### src/rtl/sc_game_controller_pkg.sv
// sc_game_controller_pkg: shared state encoding and width helper for the game controller
package sc_game_controller_pkg;
  typedef enum logic [2:0] {
    S_IDLE    = 3'd0,
    S_LOAD    = 3'd1,
    S_PLAY    = 3'd2,
    S_HIT     = 3'd3,
    S_NEST    = 3'd4,
    S_LEVELUP = 3'd5,
    S_OVER    = 3'd6,
    S_DONE    = 3'd7
  } state_e;
  function automatic int width_of(input int n);
    return (n > 1) ? $clog2(n) : 1;
  endfunction
endpackage

### src/rtl/sc_game_controller_edge.sv
// cc_edge_detect: sample + delay register producing a one-cycle rise or fall event
module cc_edge_detect #(
  parameter logic RST_VAL = 1'b0,
  parameter bit   FALL    = 1'b0
) (
  input  logic clk,
  input  logic rst_n,
  input  logic din,
  output logic evt
);
  logic samp_q, dly_q;
  always_ff @(posedge clk or negedge rst_n) begin
    if (!rst_n) begin
      samp_q <= RST_VAL;
      dly_q  <= RST_VAL;
    end else begin
      samp_q <= din;
      dly_q  <= samp_q;
    end
  end
  assign evt = FALL ? (~samp_q & dly_q) : (samp_q & ~dly_q);
endmodule

### src/rtl/sc_game_controller.sv
// sc_game_controller: game-flow FSM turning comparator flags into lives/level/run control
module sc_game_controller
  import sc_game_controller_pkg::*;
#(
  parameter int LIVES_INIT  = 3,
  parameter int LEVELS      = 4,
  parameter int HOLD_CYCLES = 25000000
) (
  input  logic                                SC_GAMECTRL_CLOCK_50,
  input  logic                                SC_GAMECTRL_RESET_InLow,
  input  logic                                SC_GAMECTRL_Start_InLow,
  input  logic                                SC_GAMECTRL_Lose_InHigh,
  input  logic                                SC_GAMECTRL_WinL_InHigh,
  input  logic                                SC_GAMECTRL_Nest_InHigh,
  output logic                                SC_GAMECTRL_FrogClear_OutHigh,
  output logic                                SC_GAMECTRL_BackLoad_OutHigh,
  output logic                                SC_GAMECTRL_Run_OutHigh,
  output logic [width_of(LEVELS)-1:0]         SC_GAMECTRL_Level_Out,
  output logic [width_of(LIVES_INIT+1)-1:0]   SC_GAMECTRL_Lives_Out,
  output logic [2:0]                          SC_GAMECTRL_State_Out
);
  localparam int LIVES_W = width_of(LIVES_INIT + 1);
  localparam int LEVEL_W = width_of(LEVELS);
  localparam int CNT_W   = width_of(HOLD_CYCLES);
  localparam logic [LIVES_W-1:0] LIVES_FULL = LIVES_W'(LIVES_INIT);
  localparam logic [LEVEL_W-1:0] LEVEL_MAX  = LEVEL_W'(LEVELS - 1);
  localparam logic [CNT_W-1:0]   CNT_MAX    = CNT_W'(HOLD_CYCLES - 1);

  logic clk, rst_n;
  assign clk   = SC_GAMECTRL_CLOCK_50;
  assign rst_n = SC_GAMECTRL_RESET_InLow;

  logic ev_start, ev_lose, ev_win, ev_nest;
  cc_edge_detect #(.RST_VAL(1'b1), .FALL(1'b1)) u_start (.clk(clk), .rst_n(rst_n), .din(SC_GAMECTRL_Start_InLow), .evt(ev_start));
  cc_edge_detect #(.RST_VAL(1'b0), .FALL(1'b0)) u_lose  (.clk(clk), .rst_n(rst_n), .din(SC_GAMECTRL_Lose_InHigh), .evt(ev_lose));
  cc_edge_detect #(.RST_VAL(1'b0), .FALL(1'b0)) u_win   (.clk(clk), .rst_n(rst_n), .din(SC_GAMECTRL_WinL_InHigh), .evt(ev_win));
  cc_edge_detect #(.RST_VAL(1'b0), .FALL(1'b0)) u_nest  (.clk(clk), .rst_n(rst_n), .din(SC_GAMECTRL_Nest_InHigh), .evt(ev_nest));

  state_e             state_q, state_d;
  logic [LIVES_W-1:0] lives_q, lives_d;
  logic [LEVEL_W-1:0] level_q, level_d;
  logic [CNT_W-1:0]   cnt_q, cnt_d;
  logic               run_q, run_d, fc_q, fc_d, bl_q, bl_d;
  logic               hold_done;

  assign hold_done = cnt_q == CNT_MAX;

  always_comb begin
    state_d = state_q;
    lives_d = lives_q;
    level_d = level_q;
    case (state_q)
      S_IDLE:    if (ev_start) state_d = S_LOAD;
      S_LOAD:    state_d = S_PLAY;
      S_PLAY: begin
        if (ev_lose) begin
          state_d = S_HIT;
          lives_d = (lives_q == '0) ? lives_q : lives_q - 1'b1;
        end else if (ev_nest) begin
          state_d = S_NEST;
        end else if (ev_win) begin
          state_d = S_LEVELUP;
        end
      end
      S_HIT:     state_d = (lives_q == '0) ? S_OVER : hold_done ? S_PLAY : S_HIT;
      S_NEST:    state_d = hold_done ? S_PLAY : S_NEST;
      S_LEVELUP: begin
        if (hold_done) begin
          state_d = (level_q == LEVEL_MAX) ? S_DONE : S_LOAD;
          level_d = (level_q == LEVEL_MAX) ? level_q : level_q + 1'b1;
        end
      end
      S_OVER, S_DONE: begin
        if (ev_start) begin
          state_d = S_LOAD;
          lives_d = LIVES_FULL;
          level_d = '0;
        end
      end
      default:   state_d = S_IDLE;
    endcase
    // pulses and run are decoded from the next state so they line up with State_Out
    run_d = state_d == S_PLAY;
    bl_d  = state_d == S_LOAD;
    fc_d  = (state_d == S_LOAD) || (state_d == S_PLAY && (state_q == S_HIT || state_q == S_NEST));
    cnt_d = (state_d != state_q) ? '0 : hold_done ? cnt_q : cnt_q + 1'b1;
  end

  always_ff @(posedge clk or negedge rst_n) begin
    if (!rst_n) begin
      state_q <= S_IDLE;
      lives_q <= LIVES_FULL;
      level_q <= '0;
      cnt_q   <= '0;
      run_q   <= 1'b0;
      fc_q    <= 1'b0;
      bl_q    <= 1'b0;
    end else begin
      state_q <= state_d;
      lives_q <= lives_d;
      level_q <= level_d;
      cnt_q   <= cnt_d;
      run_q   <= run_d;
      fc_q    <= fc_d;
      bl_q    <= bl_d;
    end
  end

  assign SC_GAMECTRL_FrogClear_OutHigh = fc_q;
  assign SC_GAMECTRL_BackLoad_OutHigh  = bl_q;
  assign SC_GAMECTRL_Run_OutHigh       = run_q;
  assign SC_GAMECTRL_Level_Out         = level_q;
  assign SC_GAMECTRL_Lives_Out         = lives_q;
  assign SC_GAMECTRL_State_Out         = state_q;
endmodule

### config.mk
export PLATFORM = sky130hd
export DESIGN_NAME = sc_game_controller
export DESIGN_NICKNAME = d
export VERILOG_FILES = /design/src/rtl/sc_game_controller_pkg.sv /design/src/rtl/sc_game_controller_edge.sv /design/src/rtl/sc_game_controller.sv
export SDC_FILE = /design/constraint.sdc
export NUM_CORES = 1
export LEC_CHECK = 0
export CORE_ASPECT_RATIO = 0.9
export CORE_MARGIN = 2
export CORE_UTILIZATION = 45
export DETAILED_ROUTE_END_ITERATION = 6
export PLACE_DENSITY_LB_ADDON = 0.05
export SLEW_MARGIN = 20
export SYNTH_ARGS = -nofsm -noshare
export SYNTH_HDL_FRONTEND = slang
export SYNTH_HIERARCHICAL = 1
export SYNTH_SLANG_ARGS = --single-unit
### constraint.sdc
create_clock -name SC_GAMECTRL_CLOCK_50 -period 2.5 [get_ports SC_GAMECTRL_CLOCK_50]
set_input_delay 0.25 -clock SC_GAMECTRL_CLOCK_50 [delete_from_list [all_inputs] [get_ports SC_GAMECTRL_CLOCK_50]]
set_output_delay 0.25 -clock SC_GAMECTRL_CLOCK_50 [all_outputs]
set_load 0.02 [all_outputs]
After elaboration in Yosys (flattened, before gate mapping)
Cells that the tools add are included.

Word-level logic and storage cells: 75. Register bits after elaboration: 43. Output and inout bits: 10.

Reduce and logical (&&, ||, !) cells: 11. Mux-type cells: 20. Bitwise logic cells: 8. Eq/ne operators: 18. $add $sub $neg: 3.

Operators by type and width (count): two-way mux 25 bit (2); adder 25 x 1 -> 25 bit, second input constant (1); == test 25 bit, second input constant (1); two-way mux 3 bit (8); case mux 3 bit (6 select lines) (1); == test 3 bit, second input constant (4); two-way mux 2 bit (6); != test 2 bit, second input constant (5); == test 3 x 2 -> 1 bit, second input constant (3); case mux 2 bit (2 select lines) (2); AND reduction 4 bit (2); == test 3 x 1 -> 1 bit, second input constant (2); AND 1 bit (4); NOT 1 bit (4); nonzero test 2 bit (2); zero test 3 bit (1); != test 3 bit (1); OR reduction 3 bit (1); adder 2 x 1 -> 2 bit, second input constant (1); == test 2 bit, second input constant (1); zero test 2 bit (1); logical OR 1 bit (2); != test 2 x 1 -> 1 bit, second input constant (1); OR reduction 2 bit (1); 3 further kinds (3).

Depth between registers and ports, before layout
Gate-level depths: netlist of the first run.

Word-level depth: 9. Mapped depth: 8. Mapped depth without buffers: 7.

Hierarchy
Netlist of the first run, hierarchy kept.

By module, submodules not included: sc_game_controller (instances 1, cells an instance 223, seq. area each 878.3 µm², area each 2048.2 µm²); cc_edge_detect at u_lose ... (instances 3, cells an instance 3, seq. area each 50.0 µm², area each 63.8 µm²); cc_edge_detect at u_start (instances 1, cells an instance 3, seq. area each 52.6 µm², area each 66.3 µm²).

Worst setup path after synthesis of the first run
No wires, ideal clock.

Kind: flip-flop to flip-flop. Start: register lives_q[0], in the netlist SC_GAMECTRL_Lives_Out[0]. End: register cnt_q[22]. Arrival: 1.754 ns. Stages on the path, launching flop included: 9. Slack: 0.674 ns. Path buffers: 1. Clock period less this slack: 1.826 ns. Cell sequence: dfstp_2 -> inv_1 -> ha_1 -> nor2b_1 -> o21ai_0 -> o311ai_0 -> o21ai_4 -> buf_4 -> nor2_1.

Cells in the longest elaborated chain, start to end: 5. Elaborated cells between the ends (all ways): 6. Those cells by class: eq/ne: 2; mux: 3; reduce/logical: 1.

Ends and longest elaborated chain: from (decl) (line sc_game_controller.sv:40) `logic [LIVES_W-1:0] lives_q, lives_d;`; from (signal assigned) (line sc_game_controller.sv:100) `lives_q <= lives_d;`; zero test 2 bit * (line sc_game_controller.sv:65) `S_HIT: state_d = (lives_q == '0) ? S_OVER : hold_done ? S_PLAY : S_HIT;`; two-way mux 3 bit * (line sc_game_controller.sv:65); case mux 3 bit (6 select lines) * (line sc_game_controller.sv:52) `case (state_q)`; != test 3 bit * (line sc_game_controller.sv:86) `cnt_d = (state_d != state_q) ? '0 : hold_done ? cnt_q : cnt_q + 1'b1;`; != test 2 x 1 -> 1 bit (no source line) / two-way mux 25 bit (equally long branches); to (signal assigned) (line sc_game_controller.sv:102) `cnt_q <= cnt_d;`; to (decl) (line sc_game_controller.sv:42) `logic [CNT_W-1:0] cnt_q, cnt_d;`.

Mark *: on every way between the ends. The rest lies on a longest branch, timed or not. A chain may end at the register's enable or synchronous reset.

Worst setup path after layout of the first run
Start: register cnt_q[6]. End: register cnt_q[5].

Cells in the longest elaborated chain, start to end: 6. Elaborated cells between the ends (all ways): 9. Those cells by class: eq/ne: 3; mux: 6.

Ends and longest elaborated chain: == test 25 bit * (line sc_game_controller.sv:46) `assign hold_done = cnt_q == CNT_MAX;`; two-way mux 1 bit (line sc_game_controller.sv:65); two-way mux 3 bit (line sc_game_controller.sv:65); case mux 3 bit (6 select lines) (line sc_game_controller.sv:52); != test 3 bit (line sc_game_controller.sv:86); != test 2 x 1 -> 1 bit (no source line) / two-way mux 25 bit (equally long branches).

Marked as above.

==> summary.log, run 1 <==
qor: setup_path.critPathArrivalTime 2.28 ns
qor: layout.post_route_cells_drive_above_1_share 0.1230
qor: power_and_ir_drop.pwr_density_cell 833.4 nW/um2
qor: detailed_routing.route.final.wire_length 4442 um
qor: yosys.netlist_top_cells_area sky130_fd_sc_hd__dfrtp_1 42%, sky130_fd_sc_hd__xnor2_1 6.8%, sky130_fd_sc_hd__nor2_1 6.2%, sky130_fd_sc_hd__dfstp_2 4.6%, sky130_fd_sc_hd__nor2b_4 2.4%
qor: setup_path.worstReg2RegStart cnt_q[6]$_DFFE_PN0P_
qor: clock_network.cts_sinks 43
qor: layout.syn_to_final_growth 13.56%
qor: run_status.run_status complete, no violations
qor: layout.layout_common_cells 39 x sky130_fd_sc_hd__dfrtp_1, 38 x sky130_fd_sc_hd__nor2_1, 18 x sky130_fd_sc_hd__xnor2_1
qor: floorplan.chipHeight 71.91 um
qor: setup_path.worst_r2r_endpoint cnt_q[5]$_DFFE_PN0P_
qor: global_route.number_of_global_route_vias_before_repair 1563
qor: layout.fin_cells 317
qor: placement.hpwlAfterDp 3042 um
qor: power_and_ir_drop.worst_ir_drop_vdd 0.5333 mV
qor: yosys.ys_seq_area_frac 0.4688
qor: floorplan.floorplan.initialDensity 0.4711
qor: sta.fin_setup_tns 0 ns
qor: floorplan.fp.coreArea 4895 um2
qor: global_route.grt_pass1_wl 7762 um
qor: power_and_ir_drop.power.static_leakage 0.001055 uW
qor: yosys.number_of_synthesized_register_bits 43
qor: setup_path.required_time_of_the_critical_path 2.66 ns
qor: detailed_routing.drc_errors 0
qor: sta.finalSetupViolCount 0
qor: setup_path.critical_path.cell_chain nor4_2 > nand4_2 > o31a_1 > o21ai_4 > nor3_1
qor: sta.rsz0062_at_grt false
qor: yosys.netlist.area_leader.share 0.4232
qor: detailed_routing.via_per_inst 5.281
qor: sta.final-max-slew-violation-count 0
qor: yosys.synth_area_per_cell 9.813 um2
qor: sta.finalWorstPathRequiredPeriod 2.118 ns
qor: global_route.largest_net_degree_at_the_start_of_global_routing 44
qor: global_route.global_route.usage.total 0.1742
qor: worst_hold_path.min_path_cells 0
qor: setup_path.crit_fanout 17
qor: setup_path.startpoint_type flop
qor: setup_path.r2r_cells 5
qor: worst_hold_path.worstHoldPathType flop to flop
qor: yosys.synth_fp_nets 244
qor: sta.report.final.hold_viol_count 0
qor: setup_path.cpMaxStageDelayCell sky130_fd_sc_hd__dfrtp_1
qor: layout.design.final.nets 260
qor: placement.placed_cell_area 2506 um2
qor: clock_network.htree_levels 2
qor: clock_network.clkSlewWorstSetupHoldPaths 0.08 ns
qor: yosys.synthesis.area 2306 um2
qor: setup_path.timing.critical_path.slowest_cell_delay 0.44 ns
qor: yosys.dominant_cell_type_by_area_after_synthesis sky130_fd_sc_hd__dfrtp_1
qor: placement.gp_congestion 0.7886
qor: placement.placement.io_buffers 15
qor: sta.final.period_utilization 0.8471
qor: setup_path.setup_slack_on_the_worst_flop_to_flop_path 0.38 ns
qor: detailed_routing.post_drt_wl_per_cell 14.01 um
qor: sta.max_slew_margin 0.4264
qor: worst_hold_path.hold_path.startpoint u_nest/samp_q$_DFF_PN0_
qor: detailed_routing.detail_route.iter0.violations 124
qor: layout.utilization 0.5350
qor: setup_path.end_kind flop
qor: clock_network.cts-resized-gates 0
qor: detailed_routing.antenna_left 0
qor: placement.pre_cts_slack 0.3944 ns
qor: detailed_routing.detailedRoute.firstPassIterationCount 4
qor: detailed_routing.num_vias 1674
qor: global_route.antenna_violations_before_repair 0
qor: clock_network.cts_tree done
qor: clock_network.cts_buffers 5
qor: clock_network.worst_skew_pair.late_latency 0.29 ns
qor: sta.maxClockFrequency 472.2 MHz
qor: floorplan.top_level_ports 16
qor: yosys.yosys_warnings 6
qor: flow_run.max_cap_viol_count 0
qor: yosys.synth_cell_types 47
qor: global_route.grt.overflow.total 0
qor: floorplan.placement_rows 24
qor: setup_path.crit_path_kind flop to flop
qor: clock_network.clockRootBuffer sky130_fd_sc_hd__clkbuf_8
qor: yosys.synth_top_flop_cell sky130_fd_sc_hd__dfrtp_1
qor: layout.design_area 2619 um2
qor: sta.finalClockSkew 0.01017 ns
qor: worst_hold_path.worst_hold_path.endpoint u_nest/dly_q$_DFF_PN0_
qor: layout.insertedDiodeCount 0
qor: yosys.proportion_of_synthesized_flip_flops_having_asynchronous_set_or_reset 1.000
qor: sta.setup_ws 0.3824 ns
qor: placement.placed_cells 308
qor: yosys.synth_enable_flop_cells 0
qor: sta.tightestPinTransition 0.8496 ns
qor: floorplan.die_width 79.46 um
qor: yosys.postSynthCellCount 235
qor: layout.layout_commonest_cell sky130_fd_sc_hd__dfrtp_1
qor: clock_network.max-clock-path-buffers 2
qor: floorplan.die-area 5714 um2
layout make-up:
class	count	area, um2
clock buffers	8	100.1
fillers	444	2276
inverters	12	45.04
multi-input cells	172	1146
flip-flops and latches	43	1081
well taps	65	81.33
repair buffers	17	165.2
per-stage QoR:
step / hold WS [ns] / total power (uW)
after global routing: 0.3740 / 2352
after global placement: 0.3697 / 1729
after floorplan: -0.04559 / 1492
after CTS: 0.1369 / 2206
after detailed placement: 0.3676 / 1724
final: 0.3825 / 2183
Yosys cell counts, drive strengths merged (2+ instances only):
library cell and instances:
o41a 2, and2 3, nor2b 7, a21o 2
o31a 2, o21a 2, nor3 9, nand4 7
dfstp 4, nor2 39, a211oi 3, nand3 7
ha 3, nor3b 2, nor4 9, xor2 4
o21ai 10, and3 4, nand2 14, dfrtp 39
clkbuf 7, xnor2 18, inv 12, nand2b 4
a21oi 7, and4 3
state kept, by name, indices dropped and copies added (netlist names), 2 cells and up:
signal / flops
SC_GAMECTRL_State_Out: 3
SC_GAMECTRL_Level_Out: 2
SC_GAMECTRL_Lives_Out: 2
cnt_q: 25
what timing repair did:
item | in CTS | in global routing
hold buffers | 0 | 1
endpoints found under the hold margin | 0 | 23
setup buffers | 0 | 0
worst max-delay path by stage:
stage / startpoint / end / slack (ns) / depth (start not counted)
final: cnt_q[6]$_DFFE_PN0P_ / cnt_q[5]$_DFFE_PN0P_ / 0.38 / 5
after global routing: cnt_q[6]$_DFFE_PN0P_ / cnt_q[16]$_DFFE_PN0P_ / 0.18 / 5
after CTS: cnt_q[6]$_DFFE_PN0P_ / cnt_q[5]$_DFFE_PN0P_ / 0.38 / 5
after detailed placement: cnt_q[6]$_DFFE_PN0P_ / cnt_q[5]$_DFFE_PN0P_ / 0.39 / 5
after global placement: cnt_q[7]$_DFFE_PN0P_ / cnt_q[5]$_DFFE_PN0P_ / 0.45 / 5
after floorplan: SC_GAMECTRL_Lives_Out[0]$_DFFE_PN1P_ / cnt_q[22]$_DFFE_PN0P_ / 0.67 / 8
critical path: cells and delay by family (launching register included):
| family | cells | cell delay, ns |
|---|---|---|
| simple gates | 3 | 0.73 |
| compound gates | 2 | 0.81 |
| flops | 1 | 0.44 |
metal layers:
metal / GRT usage / routed length, um / share of wire / up-vias
li1: - / - / - / 852
met3: 0.03731 / 113 / 0.025 / 5
met2: 0.2194 / 1732 / 0.39 / 16
met5: 0 / 0 / 0 / -
met4: 0.04598 / 44 / 0.0099 / 0
met1: 0.2947 / 2551 / 0.57 / 801
where the power goes:
group | internal, uW | switching, uW
sequential | 791 | 139
clock | 252 | 220
combinational | 318 | 464
total | 1360 | 822
cells by family (layout without fill, tap and decap cells):
logic type | Yosys count | in the layout | share of synthesized area
xor gates and xnor gates | 22 | 22 | 0.08356
buffers and inverters | 20 | 37 | 0.03419
muxes | 1 | 1 | 0.004341
AOI/OAI and AO/OA | 33 | 33 | 0.1026
DFF | 43 | 43 | 0.4688
adders and majority gates | 3 | 3 | 0.01628
and+or+nand+nor | 113 | 113 | 0.2903
Power figures use the tool's default switching activity.
==> run 2, diff against run 1 <==
clock period = 2.06 ns   (was 2.5 ns; I/O delays follow)
==> summary.log, run 2 (synthesized netlist as in run 1, its figures left out) <==
qor: detailed_routing.antenna_left 0 [unchanged]
qor: layout.design_area 2723 um2 [+4.0%]
qor: placement.hpwlAfterDp 3373 um [+11%]
qor: sta.report.final.hold_viol_count 0 [unchanged]
qor: setup_path.crit_start cnt_q[23]$_DFFE_PN0P_
qor: layout.largest_register_ff_count 25 [unchanged]
qor: setup_path.worstReg2RegStart cnt_q[23]$_DFFE_PN0P_
qor: clock_network.worst_skew_pair.late_latency 0.29 ns [about the same]
qor: layout.multiInputGateArea 1154 um2 [+0.66%]
qor: power_and_ir_drop.power.static_leakage 0.001123 uW [+6.5%]
qor: setup_path.startpoint_type flop
qor: sta.tightestPinTransition 0.5687 ns [-0.2808 ns]
qor: sta.finalSetupViolCount 0 [unchanged]
qor: clock_network.clockRootBuffer sky130_fd_sc_hd__clkbuf_8
qor: layout.fill_cells 456 [+2.7%]
qor: floorplan.fp.coreArea 4895 um2 [unchanged]
qor: layout.layout_commonest_cell sky130_fd_sc_hd__dfrtp_1
qor: layout.fin_cells 329 [+3.8%]
qor: sta.final-max-slew-violation-count 0 [unchanged]
qor: layout.layout_common_cells 39 x sky130_fd_sc_hd__dfrtp_1, 38 x sky130_fd_sc_hd__nor2_1, 18 x sky130_fd_sc_hd__xnor2_1
qor: clock_network.htree_levels 2 [unchanged]
qor: clock_network.cts_tree done
qor: floorplan.die-area 5714 um2 [unchanged]
qor: setup_path.end_kind flop
qor: layout.final-seq-area 1081 um2 [unchanged]
qor: placement.placed_cells 320 [+3.9%]
qor: clock_network.max-clock-path-buffers 2 [unchanged]
qor: placement.placement.io_buffers 15 [unchanged]
qor: global_route.antenna_violations_before_repair 0 [unchanged]
qor: clock_network.clkSlewWorstSetupHoldPaths 0.08 ns [about the same]
qor: placement.placed_cell_area 2621 um2 [+4.6%]
qor: sta.finalClockSkew 0.01227 ns [+0.002095 ns]
qor: setup_path.required_time_of_the_critical_path 2.21 ns [-0.45 ns]
qor: detailed_routing.detail_route.iter0.violations 94 [-24%]
qor: layout.design.final.nets 273 [+5.0%]
qor: detailed_routing.via_per_inst 5.204 [-1.5%]
qor: worst_hold_path.hold_path.startpoint SC_GAMECTRL_Start_InLow
qor: layout.regMostFlops cnt_q
qor: global_route.largest_net_degree_at_the_start_of_global_routing 25 [-43%]
qor: sta.maxClockFrequency 512.4 MHz [+8.5%]
qor: global_route.grt.met3_usage 0.04602 [+0.008706]
qor: sta.finalWorstPathRequiredPeriod 1.952 ns [-0.1661 ns]
qor: detailed_routing.detailedRoute.firstPassIterationCount 4 [unchanged]
qor: global_route.globalRoute.busiestLayer met1
qor: global_route.global_route.usage.total 0.1827 [+0.008574]
qor: global_route.globalRouteMet2Util 0.2549 [+0.03548]
qor: setup_path.crit_fanout 7 [-10]
qor: setup_path.critPathArrivalTime 2.10 ns [-0.18 ns]
qor: floorplan.floorplan.initialDensity 0.4711 [unchanged]
qor: layout.post_route_cells_drive_above_1_share 0.1629 [+0.03986]
qor: clock_network.cts_sinks 43 [unchanged]
qor: worst_hold_path.worstHoldPathType input pin to flop
qor: sta.final.period_utilization 0.9474 [+0.1003]
qor: layout.insertedDiodeCount 0 [unchanged]
qor: global_route.number_of_global_route_vias_before_repair 1665 [+6.5%]
qor: power_and_ir_drop.worst_ir_drop_vdd 0.7636 mV [+43%]
qor: setup_path.crit_path_kind flop to flop
qor: floorplan.top_level_ports 16 [unchanged]
qor: placement.gp_congestion 0.8058 [+2.2%]
qor: global_route.use_met1 0.2898 [-0.004898]
qor: flow_run.max_cap_viol_count 0 [unchanged]
qor: clock_network.cts_buffers 5 [unchanged]
qor: floorplan.placement_rows 24 [unchanged]
qor: sta.fin_hold_ws 0.3355 ns [-0.04697 ns]
qor: layout.syn_to_final_growth 18.07%
qor: detailed_routing.drc_errors 0 [unchanged]
qor: global_route.grt_pass1_wl 8169 um [+5.2%]
qor: run_status.run_status complete, no violations
qor: sta.max_slew_margin 0.6168 [+0.1904]
qor: floorplan.chipHeight 71.91 um [unchanged]
qor: floorplan.die_width 79.46 um [unchanged]
qor: detailed_routing.post_drt_wl_per_cell 13.97 um [-0.31%]
qor: power_and_ir_drop.pwr_density_cell 1005 nW/um2 [+21%]
qor: detailed_routing.num_vias 1712 [+2.3%]
qor: global_route.grt.overflow.total 0 [unchanged]
qor: detailed_routing.route.final.wire_length 4596 um [+3.5%]
-- run 2: cell count changes in the layout (fill, tap and decap cells not counted) --
cell	change
sky130_fd_sc_hd__buf_12	+2
sky130_fd_sc_hd__buf_2	+1
sky130_fd_sc_hd__buf_4	+10
sky130_fd_sc_hd__clkbuf_1	+1
sky130_fd_sc_hd__clkbuf_8	-2
sky130_fd_sc_hd__o311ai_0	-1
sky130_fd_sc_hd__o311ai_2	+1
-- run 2: metal layers --
layer,wire [um],share of wire,vias up
met5,0,0,-
met4,24,0.0052,0
met3,100,0.022,4
met2,1943,0.42,16
li1,-,-,871
met1,2527,0.55,821
-- run 2: report_power, final --
| group | internal (uW) | switching (uW) | leakage (uW) |
|---|---|---|---|
| registers | 960 | 141 | 0.000562 |
| clock network | 234 | 260 | 0.0000383 |
| logic | 509 | 633 | 0.000523 |
-- run 2: area by class of cell --
type                            count  share of cell area
Tap cell                           65             0.02987
Inverter                           12             0.01654
Sequential cell                    43              0.3971
Multi-Input combinational cell    172              0.4237
Clock buffer                        7             0.02803
Timing Repair Buffer               30              0.1048
-- run 2: worst paths after layout --
path                            slack, ns  cells past startpoint                                       to
worst max-delay path                 0.11                      5  SC_GAMECTRL_FrogClear_OutHigh$_DFF_PN0_
worst min-delay path                 0.34                      1                 u_start/samp_q$_DFF_PN1_
worst max register to register       0.11                      5  SC_GAMECTRL_FrogClear_OutHigh$_DFF_PN0_
worst min register to register       0.39                      0                   u_nest/dly_q$_DFF_PN0_
max in group asynchronous            1.03                      3     SC_GAMECTRL_Lives_Out[1]$_DFFE_PN1P_
min in group asynchronous            0.44                      2                     cnt_q[4]$_DFFE_PN0P_
-- run 2: critical path, cell delays in order, from the launching register on --
cell                       delay (ns)
sky130_fd_sc_hd__dfrtp_1         0.43
sky130_fd_sc_hd__nor4_2          0.30
sky130_fd_sc_hd__nand4_2         0.22
sky130_fd_sc_hd__o41a_1          0.49
sky130_fd_sc_hd__a211oi_1        0.29
sky130_fd_sc_hd__a211oi_2        0.07
-- run 2: through the flow --
stage	TNS (ns)	power, uW	setup slack [ns]	util
after floorplan	0	1810	0.2343	-
after global placement	0	2249	0.1592	0.5355
after detailed placement	0	2243	0.09607	0.5355
after CTS	0	2746	0.08482	0.5532
after global routing	-0.03340	2952	-0.03340	0.5562
final	0	2737	0.1084	0.5562
-- run 2: what timing repair did --
action | 4_1_cts | 5_1_grt
hold buffers | 1 | 0
buffers inserted | 0 | 1
resized for setup | 0 | 2
hold endpoints to repair | 21 | 0
setup endpoints to repair | 0 | 4
==> run 3, diff against run 2 <==
GPL_ROUTABILITY_DRIVEN = 0   (was default)
==> results of run 3 <==
The final DEF is identical to that of run 2; final timing and power are the same.
